**config.mk**
```make
export PLATFORM = sky130hd
export DESIGN_NAME = pu_msp430_wakeup_ctrl
export DESIGN_NICKNAME = d
export VERILOG_FILES = /design/src/rtl/pu_msp430_wakeup_pkg.sv /design/src/rtl/pu_msp430_sync_cell.sv /design/src/rtl/pu_msp430_wakeup_ctrl.sv
export SDC_FILE = /design/constraint.sdc
export NUM_CORES = 1
export LEC_CHECK = 0
export ABC_AREA = 1
export BUFFER_PORTS_ARGS = -buffer_cell sky130_fd_sc_hd__buf_2
export CAP_MARGIN = 5
export CORE_MARGIN = 2
export CORE_UTILIZATION = 25
export CTS_BUF_LIST = sky130_fd_sc_hd__clkbuf_4 sky130_fd_sc_hd__clkbuf_8
export DETAILED_ROUTE_END_ITERATION = 8
export PLACE_DENSITY = 0.51
export SYNTH_ARGS = -nofsm -noshare
export SYNTH_HDL_FRONTEND = slang
export SYNTH_SLANG_ARGS = --single-unit
```
**constraint.sdc**
```tcl
create_clock -name mclk -period 4.3 [get_ports mclk]
set_clock_uncertainty 0.1 [all_clocks]
set_input_delay 0.215 -clock mclk [delete_from_list [all_inputs] [get_ports mclk]]
set_output_delay 0.215 -clock mclk [all_outputs]
set_load 0.02 [all_outputs]
```
**src/rtl/pu_msp430_wakeup_pkg.sv**
```systemverilog
// Shared types and helpers for the MSP430 wakeup sequencer.
//   wkup_state_e : sequencer states (IDLE, REQ, CLEAR, RELEASE)
//   NSRC_MAX     : largest supported number of wakeup sources
//   IDX_W        : index width able to address NSRC_MAX sources
//   CNT_W        : width of the clear-timeout counter
//   rr_pick()    : round-robin winner search over a pending vector
package pu_msp430_wakeup_pkg;

    localparam int unsigned NSRC_MAX = 16;
    localparam int unsigned IDX_W    = 4;
    localparam int unsigned CNT_W    = 8;

    typedef enum logic [1:0] {
        IDLE    = 2'd0,
        REQ     = 2'd1,
        CLEAR   = 2'd2,
        RELEASE = 2'd3
    } wkup_state_e;

    // Searches pend starting at (last_id+1) and wrapping at nsrc. The wrap is
    // an explicit compare so non power-of-two source counts work. Returns
    // last_id when nothing is pending; callers only use the result when
    // something is pending.
    function automatic logic [IDX_W-1:0] rr_pick(
        input logic [NSRC_MAX-1:0] pend,
        input logic [IDX_W-1:0]    last_id,
        input int unsigned         nsrc
    );
        logic [IDX_W-1:0] pick;
        logic             found;
        int unsigned      cand;
        pick  = last_id;
        found = 1'b0;
        for (int unsigned i = 1; i <= NSRC_MAX; i++) begin
            cand = 32'(last_id) + i;
            if (cand >= nsrc) begin
                cand = cand - nsrc;
            end
            if (!found && (i <= nsrc) && pend[cand[IDX_W-1:0]]) begin
                pick  = cand[IDX_W-1:0];
                found = 1'b1;
            end
        end
        return pick;
    endfunction

endpackage

```
**src/rtl/pu_msp430_sync_cell.sv**
```systemverilog
// Two-flop synchronizer bringing asynchronous levels into the clk domain.
//   clk        : destination clock
//   rst        : asynchronous active-high reset, clears both stages
//   data_async : asynchronous input level(s)
//   data_sync  : synchronized output, two clk edges behind data_async
module pu_msp430_sync_cell #(
    parameter int unsigned WIDTH = 1
) (
    input  logic             clk,
    input  logic             rst,
    input  logic [WIDTH-1:0] data_async,
    output logic [WIDTH-1:0] data_sync
);

    logic [WIDTH-1:0] meta_q;

    // First stage may go metastable; second stage is the only one consumed.
    always_ff @(posedge clk or posedge rst) begin
        if (rst) begin
            meta_q    <= '0;
            data_sync <= '0;
        end else begin
            meta_q    <= data_async;
            data_sync <= meta_q;
        end
    end

endmodule

```
**src/rtl/pu_msp430_wakeup_ctrl.sv**
```systemverilog
// Wakeup sequencer for a bank of NSRC asynchronous wakeup capture cells.
// Synchronizes each sticky wakeup flag, picks one pending source round-robin,
// requests service from the CPU, and after acknowledge holds the cell's clear
// until its flag is seen low (or a timeout expires), then rearms.
//
// Build option: define WKUP_MASK_EN to add the wkup_mask_i per-source enable.
//
// Ports:
//   mclk         : main clock
//   puc_rst      : asynchronous active-high reset
//   wkup_flag_i  : raw asynchronous wkup_out of each cell
//   wkup_mask_i  : per-source enable, 1=enabled (WKUP_MASK_EN only)
//   wkup_req_o   : wakeup request level, held until acknowledge
//   wkup_id_o    : index of the source being serviced
//   wkup_ack_i   : CPU acknowledge, only honoured while wkup_req_o=1
//   wkup_clear_o : registered one-hot clear toward the cells
//   wkup_pend_o  : synchronized, masked pending vector
//   wkup_err_o   : sticky clear-timeout error
//   err_clr_i    : clears wkup_err_o (a new timeout wins)
module pu_msp430_wakeup_ctrl
    import pu_msp430_wakeup_pkg::*;
#(
    parameter int unsigned NSRC        = 4,
    parameter int unsigned CLR_TIMEOUT = 15,
    localparam int unsigned IDW        = (NSRC > 1) ? $clog2(NSRC) : 1
) (
    input  logic            mclk,
    input  logic            puc_rst,
    input  logic [NSRC-1:0] wkup_flag_i,
`ifdef WKUP_MASK_EN
    input  logic [NSRC-1:0] wkup_mask_i,
`endif
    output logic            wkup_req_o,
    output logic [IDW-1:0]  wkup_id_o,
    input  logic            wkup_ack_i,
    output logic [NSRC-1:0] wkup_clear_o,
    output logic [NSRC-1:0] wkup_pend_o,
    output logic            wkup_err_o,
    input  logic            err_clr_i
);

    wkup_state_e      state_q, state_d;
    logic [IDW-1:0]   id_q, id_d;
    logic [IDW-1:0]   last_id_q, last_id_d;
    logic             req_q, req_d;
    logic [NSRC-1:0]  clear_q, clear_d;
    logic [CNT_W-1:0] cnt_q, cnt_d;
    logic             err_q, err_d;
    logic             err_set;

    logic [NSRC-1:0]  sync_q;
    logic [NSRC-1:0]  mask_c;
    logic [NSRC-1:0]  pend_c;
    logic [IDW-1:0]   pick_c;

    // One synchronizer per source so each flag is resolved independently.
    for (genvar g = 0; g < NSRC; g++) begin : g_sync
        pu_msp430_sync_cell #(
            .WIDTH(1)
        ) u_sync (
            .clk        (mclk),
            .rst        (puc_rst),
            .data_async (wkup_flag_i[g]),
            .data_sync  (sync_q[g])
        );
    end

`ifdef WKUP_MASK_EN
    assign mask_c = wkup_mask_i;
`else
    assign mask_c = '1;
`endif

    // Masking only gates arbitration and visibility; sync flops keep running.
    assign pend_c      = sync_q & mask_c;
    assign wkup_pend_o = pend_c;

    assign pick_c = IDW'(rr_pick(NSRC_MAX'(pend_c), IDX_W'(last_id_q), NSRC));

    // State and registered outputs.
    always_ff @(posedge mclk or posedge puc_rst) begin
        if (puc_rst) begin
            state_q   <= IDLE;
            id_q      <= '0;
            last_id_q <= IDW'(NSRC - 1);
            req_q     <= 1'b0;
            clear_q   <= '0;
            cnt_q     <= '0;
            err_q     <= 1'b0;
        end else begin
            state_q   <= state_d;
            id_q      <= id_d;
            last_id_q <= last_id_d;
            req_q     <= req_d;
            clear_q   <= clear_d;
            cnt_q     <= cnt_d;
            err_q     <= err_d;
        end
    end

    // Next-state and next-output logic.
    always_comb begin
        state_d   = state_q;
        id_d      = id_q;
        last_id_d = last_id_q;
        req_d     = req_q;
        clear_d   = clear_q;
        cnt_d     = cnt_q;
        err_set   = 1'b0;

        case (state_q)
            IDLE: begin
                if (|pend_c) begin
                    id_d      = pick_c;
                    last_id_d = pick_c;
                    req_d     = 1'b1;
                    state_d   = REQ;
                end
            end
            REQ: begin
                // Once latched, the transfer completes even if the source is
                // masked or its flag falls.
                if (wkup_ack_i) begin
                    req_d   = 1'b0;
                    clear_d = NSRC'(1) << id_q;
                    cnt_d   = '0;
                    state_d = CLEAR;
                end
            end
            CLEAR: begin
                cnt_d = cnt_q + CNT_W'(1);
                // Completion looks at the unmasked flag: the cell itself.
                if (!sync_q[id_q]) begin
                    clear_d = '0;
                    state_d = RELEASE;
                end else if (cnt_q == CNT_W'(CLR_TIMEOUT - 1)) begin
                    err_set = 1'b1;
                    clear_d = '0;
                    state_d = RELEASE;
                end
            end
            RELEASE: begin
                // Guarantees a clear-low cycle before the cell can be cleared again.
                state_d = IDLE;
            end
            default: begin
                req_d   = 1'b0;
                clear_d = '0;
                state_d = IDLE;
            end
        endcase

        if (err_set) begin
            err_d = 1'b1;
        end else if (err_clr_i) begin
            err_d = 1'b0;
        end else begin
            err_d = err_q;
        end
    end

    assign wkup_req_o   = req_q;
    assign wkup_id_o    = id_q;
    assign wkup_clear_o = clear_q;
    assign wkup_err_o   = err_q;

endmodule
```
* Yosys cells after proc, flatten, opt, wreduce, memory -nomap -nowiden *
Cells that the tools add are included.
Widths: inputs -> output; s select.

operators by class
  $add $sub $neg = 9
  magnitude comparators = 9
  eq/ne operators = 7
  shifts and indexed selects = 1
  multiplexer cells = 40
  reductions and logical operators = 16

operators with widths
  cell                 number
  $mux 4               7
  $lt 4x5->1 const B   4
  $bmux 1 s4           4
  $mux 2               8
  $pmux 8 s2           1
  $mux 1               15
  $sub 3x3->4 const B  3
  $ge 3x3->1 const B   3
  $reduce_and 3->1     3
  $add 8x1->8 const B  1
  $eq 8x4->1 const B   1
  $mux 8               1
  $pmux 2 s4           1
  $pmux 4 s2           1
  $add 2x2->3 const B  2
  $reduce_bool 2->1    3
  $add 2x3->4 const B  1
  $eq 2x2->1 const B   2
  $ge 4x3->1 const B   1
  $ne 2x2->1 const B   2
  $reduce_and 2->1     2
  $reduce_or 4->1      1
  $shl 1x2->4 const A  1
  $sub 4x3->4 const B  1
  9 further kinds      13

storage, ports and cells
  bits in registers = 28
  input port bits = 8
  output and inout bits = 12
  word-level logic and storage cells = 97

* Depth between registers and ports, before layout *
  word-level depth = 15
  depth in mapped cells = 11
  mapped depth without buffers = 11

* Cells and area by module *
A second synthesis with hierarchy kept.

second synthesis, totals
  cell total of the unflattened synthesis = 197
  area, all modules = 1565.3 sq um

by module, submodules not included
  module                 times used  cells each  area each (sq um)
  pu_msp430_wakeup_ctrl  1           185         1350.0
  pu_msp430_sync_cell    4           3           53.8

* Worst setup path after synthesis *
No wires, ideal clock.

  kind = register -> register
  from = reg last_id_q[0]
  to = reg id_q[0] (netlist: wkup_id_o[0])
  setup time = 117 ps
  data arrival time = 1604 ps
  data required time = 4083 ps
  slack = 2479 ps
  cell stages (with the launch flop) = 12
  buffers on the path = 0
  clock period less this slack = 1821 ps
  cell sequence = dfstp_2 inv_2 ha_1 inv_1 nand3_1 inv_1 nor2_2 nand2_1 nand2_1 nand2_1 nand3_2 nand2_1

on the way
  word-level cells in the longest chain between the ends = 15

RTL lines
  item                                       RTL line                                                source
  start, declared                            pu_msp430_wakeup_ctrl.sv:44                             logic [IDW-1:0] last_id_q, last_id_d;
  start signal, assigned                     pu_msp430_wakeup_ctrl.sv:85                             last_id_q <= IDW'(NSRC - 1);
  start signal, assigned                     pu_msp430_wakeup_ctrl.sv:93                             last_id_q <= last_id_d;
  $add 2x1->3                                pu_msp430_wakeup_pkg.sv:35                              cand = 32'(last_id) + i;
  $sub 3x3->4 or $ge 3x3->1 (tied branches)  pu_msp430_wakeup_pkg.sv:37, pu_msp430_wakeup_pkg.sv:36
  $mux 4                                     pu_msp430_wakeup_pkg.sv:36                              if (cand >= nsrc) begin
  $bmux 1 s4                                 pu_msp430_wakeup_pkg.sv:39                              if (!found && (i <= nsrc) && pend[cand[IDX_W-1:0]]) begin
  $mux 1 (not written as such)               pu_msp430_wakeup_pkg.sv:39
  $mux 1                                     pu_msp430_wakeup_pkg.sv:39
  $logic_not 1->1                            pu_msp430_wakeup_pkg.sv:39
  $logic_and 1x1->1                          pu_msp430_wakeup_pkg.sv:39
  $mux 1                                     pu_msp430_wakeup_pkg.sv:39
  $logic_not 1->1                            pu_msp430_wakeup_pkg.sv:39
  $logic_and 1x1->1                          pu_msp430_wakeup_pkg.sv:39
  $mux 1                                     pu_msp430_wakeup_pkg.sv:39
  $logic_not 1->1                            pu_msp430_wakeup_pkg.sv:39
  $logic_and 1x1->1                          pu_msp430_wakeup_pkg.sv:39
  $mux 2 (*)                                 pu_msp430_wakeup_pkg.sv:39
  end signal, assigned                       pu_msp430_wakeup_ctrl.sv:92                             id_q <= id_d;
  end, declared                              pu_msp430_wakeup_ctrl.sv:43                             logic [IDW-1:0] id_q, id_d;

Every way passes the cells marked *; elsewhere a longest branch is shown, timed or not. The select of a mux whose other input is x is not followed.
A chain may end at the register's enable or synchronous reset.

* Final worst setup path *
Ends and elaborated chain as after synthesis.

==> reports/metrics.cfg <==
[detailed_routing]
drc=0
finalWirelength_um=3160
vias_per_cell=4.34
final_antenna_net_count=0
first_pass_iters=4
avgRoutedWirePerCell_um=10.6
num_vias=1289
drt_iter0_drc=67

[sta]
hold_viol=0
finalCritPeriodShare_pct=46.0
finalSetupViolCount=0
slew_headroom_pct=29.8
fmax_mhz=505
timing.final.ws_setup_ps=2320
rsz0062_at_grt=no
tns_ps=0
hold_ws_ps=43.9
worst_pin_slew_ps=1050
final_max_slew_viol_count=0
period_needed_ps=1980

[global_route]
grt_overflow=0
antenna_found_initial=0
grt_max_degree=29
gr-usage-all-layers_pct=9.31
grt_pass1_vias=1186
grt_pass1_wl_um=5420

[clock_tree]
cts_buffer_depth=2
clk_pin_slew_ps=90
clock_latency_ps=270
tritoncts=built
htree_levels=1
cts_buffers=3
clock_sinks=28
cts_root_buffer=clkbuf_8
post_cts_buffers=0

[critical_path]
crit_path_max_fanout=10
endpoint_kind=register
cp_slowest_stage_delay_ps=640
critPathArrivalTime_ps=2050
critPathTopFamily=flip-flops
crit_top_cell=nand2_1
start_kind=register
crit_slowest_cell=dfstp_2
path_buf_inv=3
path_cells=inv_2 -> ha_1 -> inv_1 -> nand3_1 -> inv_1 -> nor2_2 -> nand2_1 -> nand2_1 -> nand2_1 -> nand3_2 -> nand2_1
critical_path_class=reg -> reg
cp.required_ps=4370

[synthesis]
ys_top_cells_by_area=dfrtp_1, nand2_1, ha_1
syn_nets=216
synth_edf_count=0
synth_cells=198
synth_common_cells=nand2_1, dfrtp_1, inv_1
synthDistinctLibCells=29
synth_top_area_share_pct=40.5
synth-simple-area-share_pct=32.1
ys.flop_type=dfrtp_1
syn-cell-area_um2=1610
synth-compound-area-share_pct=6.78
synth_top_family_by_area=simple AND/OR/NAND/NOR gates
ys_seq_elements=28
synthMuxAreaShare_pct=0
yosysWarnings=0
synth.most_common_cell=nand2_1
seq_area_frac_synth_pct=43.8
synth_xor_xnor_area_share_pct=0.546
async_flop_share_pct=100
avgSynthCellArea_um2=8.11
synthAdderAreaFrac_pct=7.79
yosysTopAreaCell=dfrtp_1

[final_layout]
final_core_util_pct=29.5
areaGrowthSynthToFinish_pct=15.3
n_fill_cell=673
layout-drive-gt1-share_pct=18.2
seq_area_um2=703
fin_nets=239
stdcell_count=297
antenna_cells=0
final_area_um2=1850
multi_input_area_um2=758

[power_and_ir_drop]
p_leak_nw=0.937
cellPowerDensity_nw_per_um2=659
p_total_mw=1.22
peakVddDrop_mv=0.211

[placement]
port-buffer-count=19
place.gp.congestion=0.751
pre_cts_slack_ps=2330
hpwl_um=2440
post_dp_cell_area_um2=1760
dp_cells=289

[flow_run]
drv_cap=0

[floorplan]
die_width_um=84.1
rows=29
die_area_um2=7080
io_pins=20
initial_core_util_pct=25.6
core_area_um2=6280
die_h_um=84.1

[min_path]
hp-class=in -> reg

[status]
status=finished, final reports clean

==> final cells by class <==
class | instances | area share, %
flip-flops and latches | 28 | 38.0
multi-input cells | 136 | 41.0
clock buffers | 4 | 2.64
inverters | 29 | 5.88
well taps | 77 | 5.21
repair buffers | 23 | 7.30
==> repair_timing <==
action / CTS / global route
hold buffers: 4 / 0
resized for setup: 0 / 0
endpoints found under the hold margin: 4 / 0
==> metal layers <==
metal | track usage, % | vias to the layer above | part of all wire [%]
met5 | 0 | - | 0
li1 | - | 683 | -
met3 | 2.56 | 4 | 4.5
met4 | 2.20 | 0 | 0.82
met2 | 15.4 | 27 | 45
met1 | 12.1 | 575 | 49
==> worst reg2reg max path, cell delays in order (launching register included) <==
cell and delay [ps]:
dfstp_2 640, inv_2 110, ha_1 390, inv_1 80, nand3_1 110, inv_1 60, nor2_2 110, nand2_1 70
nand2_1 60, nand2_1 50, nand3_2 60, nand2_1 50
==> registers in the layout (all words and copies together) (netlist names) <==
register                 cells
cnt_q                        8
g_sync.u_sync.data_sync      4
g_sync.u_sync.meta_q         4
wkup_clear_o                 4
last_id_q                    2
state_q                      2
wkup_id_o                    2
wkup_err_o                   1
wkup_req_o                   1
==> placed cells by master, fill, tap and decap left out <==
cell type,count
clkbuf_4,1
nor4_1,1
nand3_1,25
dfrtp_1,26
clkbuf_8,3
o21ai_0,3
o21ai_1,4
nor3b_1,1
o211ai_1,2
buf_2,19
o21ai_4,1
a21boi_1,1
a31oi_1,1
nand2_2,3
ha_1,10
inv_1,26
nand3_2,6
a21oi_1,3
o22ai_1,1
nand2_1,50
nor2_2,1
nor3b_2,1
inv_2,3
nor3_1,3
dfstp_2,2
dlygate4sd3_1,4
xor2_1,1
nor2_1,12
and2_1,1
o31ai_1,1
nand4_1,4
==> kinds of logic (layout without fill, tap and decap cells) <==
group	after synthesis	after routing
DFF	28	28
xor gates and xnor gates	1	1
buffers and inverters	34	56
AOI/OAI and AO/OA	17	17
and+or+nand+nor	108	108
adders and majority gates	10	10
==> power breakdown <==
group | switching [mW] | internal [mW] | leakage (nW)
sequential | 0.0708 | 0.336 | 0.349
clock | 0.0774 | 0.0727 | 0.0262
combinational | 0.429 | 0.234 | 0.561
total | 0.577 | 0.643 | 0.937
==> final timing paths <==
check | from | end | slack, ps | cells past startpoint
setup reg to reg | last_id_q[0] | wkup_id_o[0] | 2320 | 11
min in group asynchronous | puc_rst | g_sync[2].u_sync.meta_q | 80 | 2
hold reg to reg | g_sync[0].u_sync.meta_q | g_sync[0].u_sync.data_sync | 250 | 0
max in group asynchronous | puc_rst | wkup_err_o | 3380 | 2
setup / recovery | last_id_q[0] | wkup_id_o[0] | 2320 | 11
hold / removal | err_clr_i | wkup_err_o | 40 | 2
Note: power is estimated with default switching activity, not from simulation.
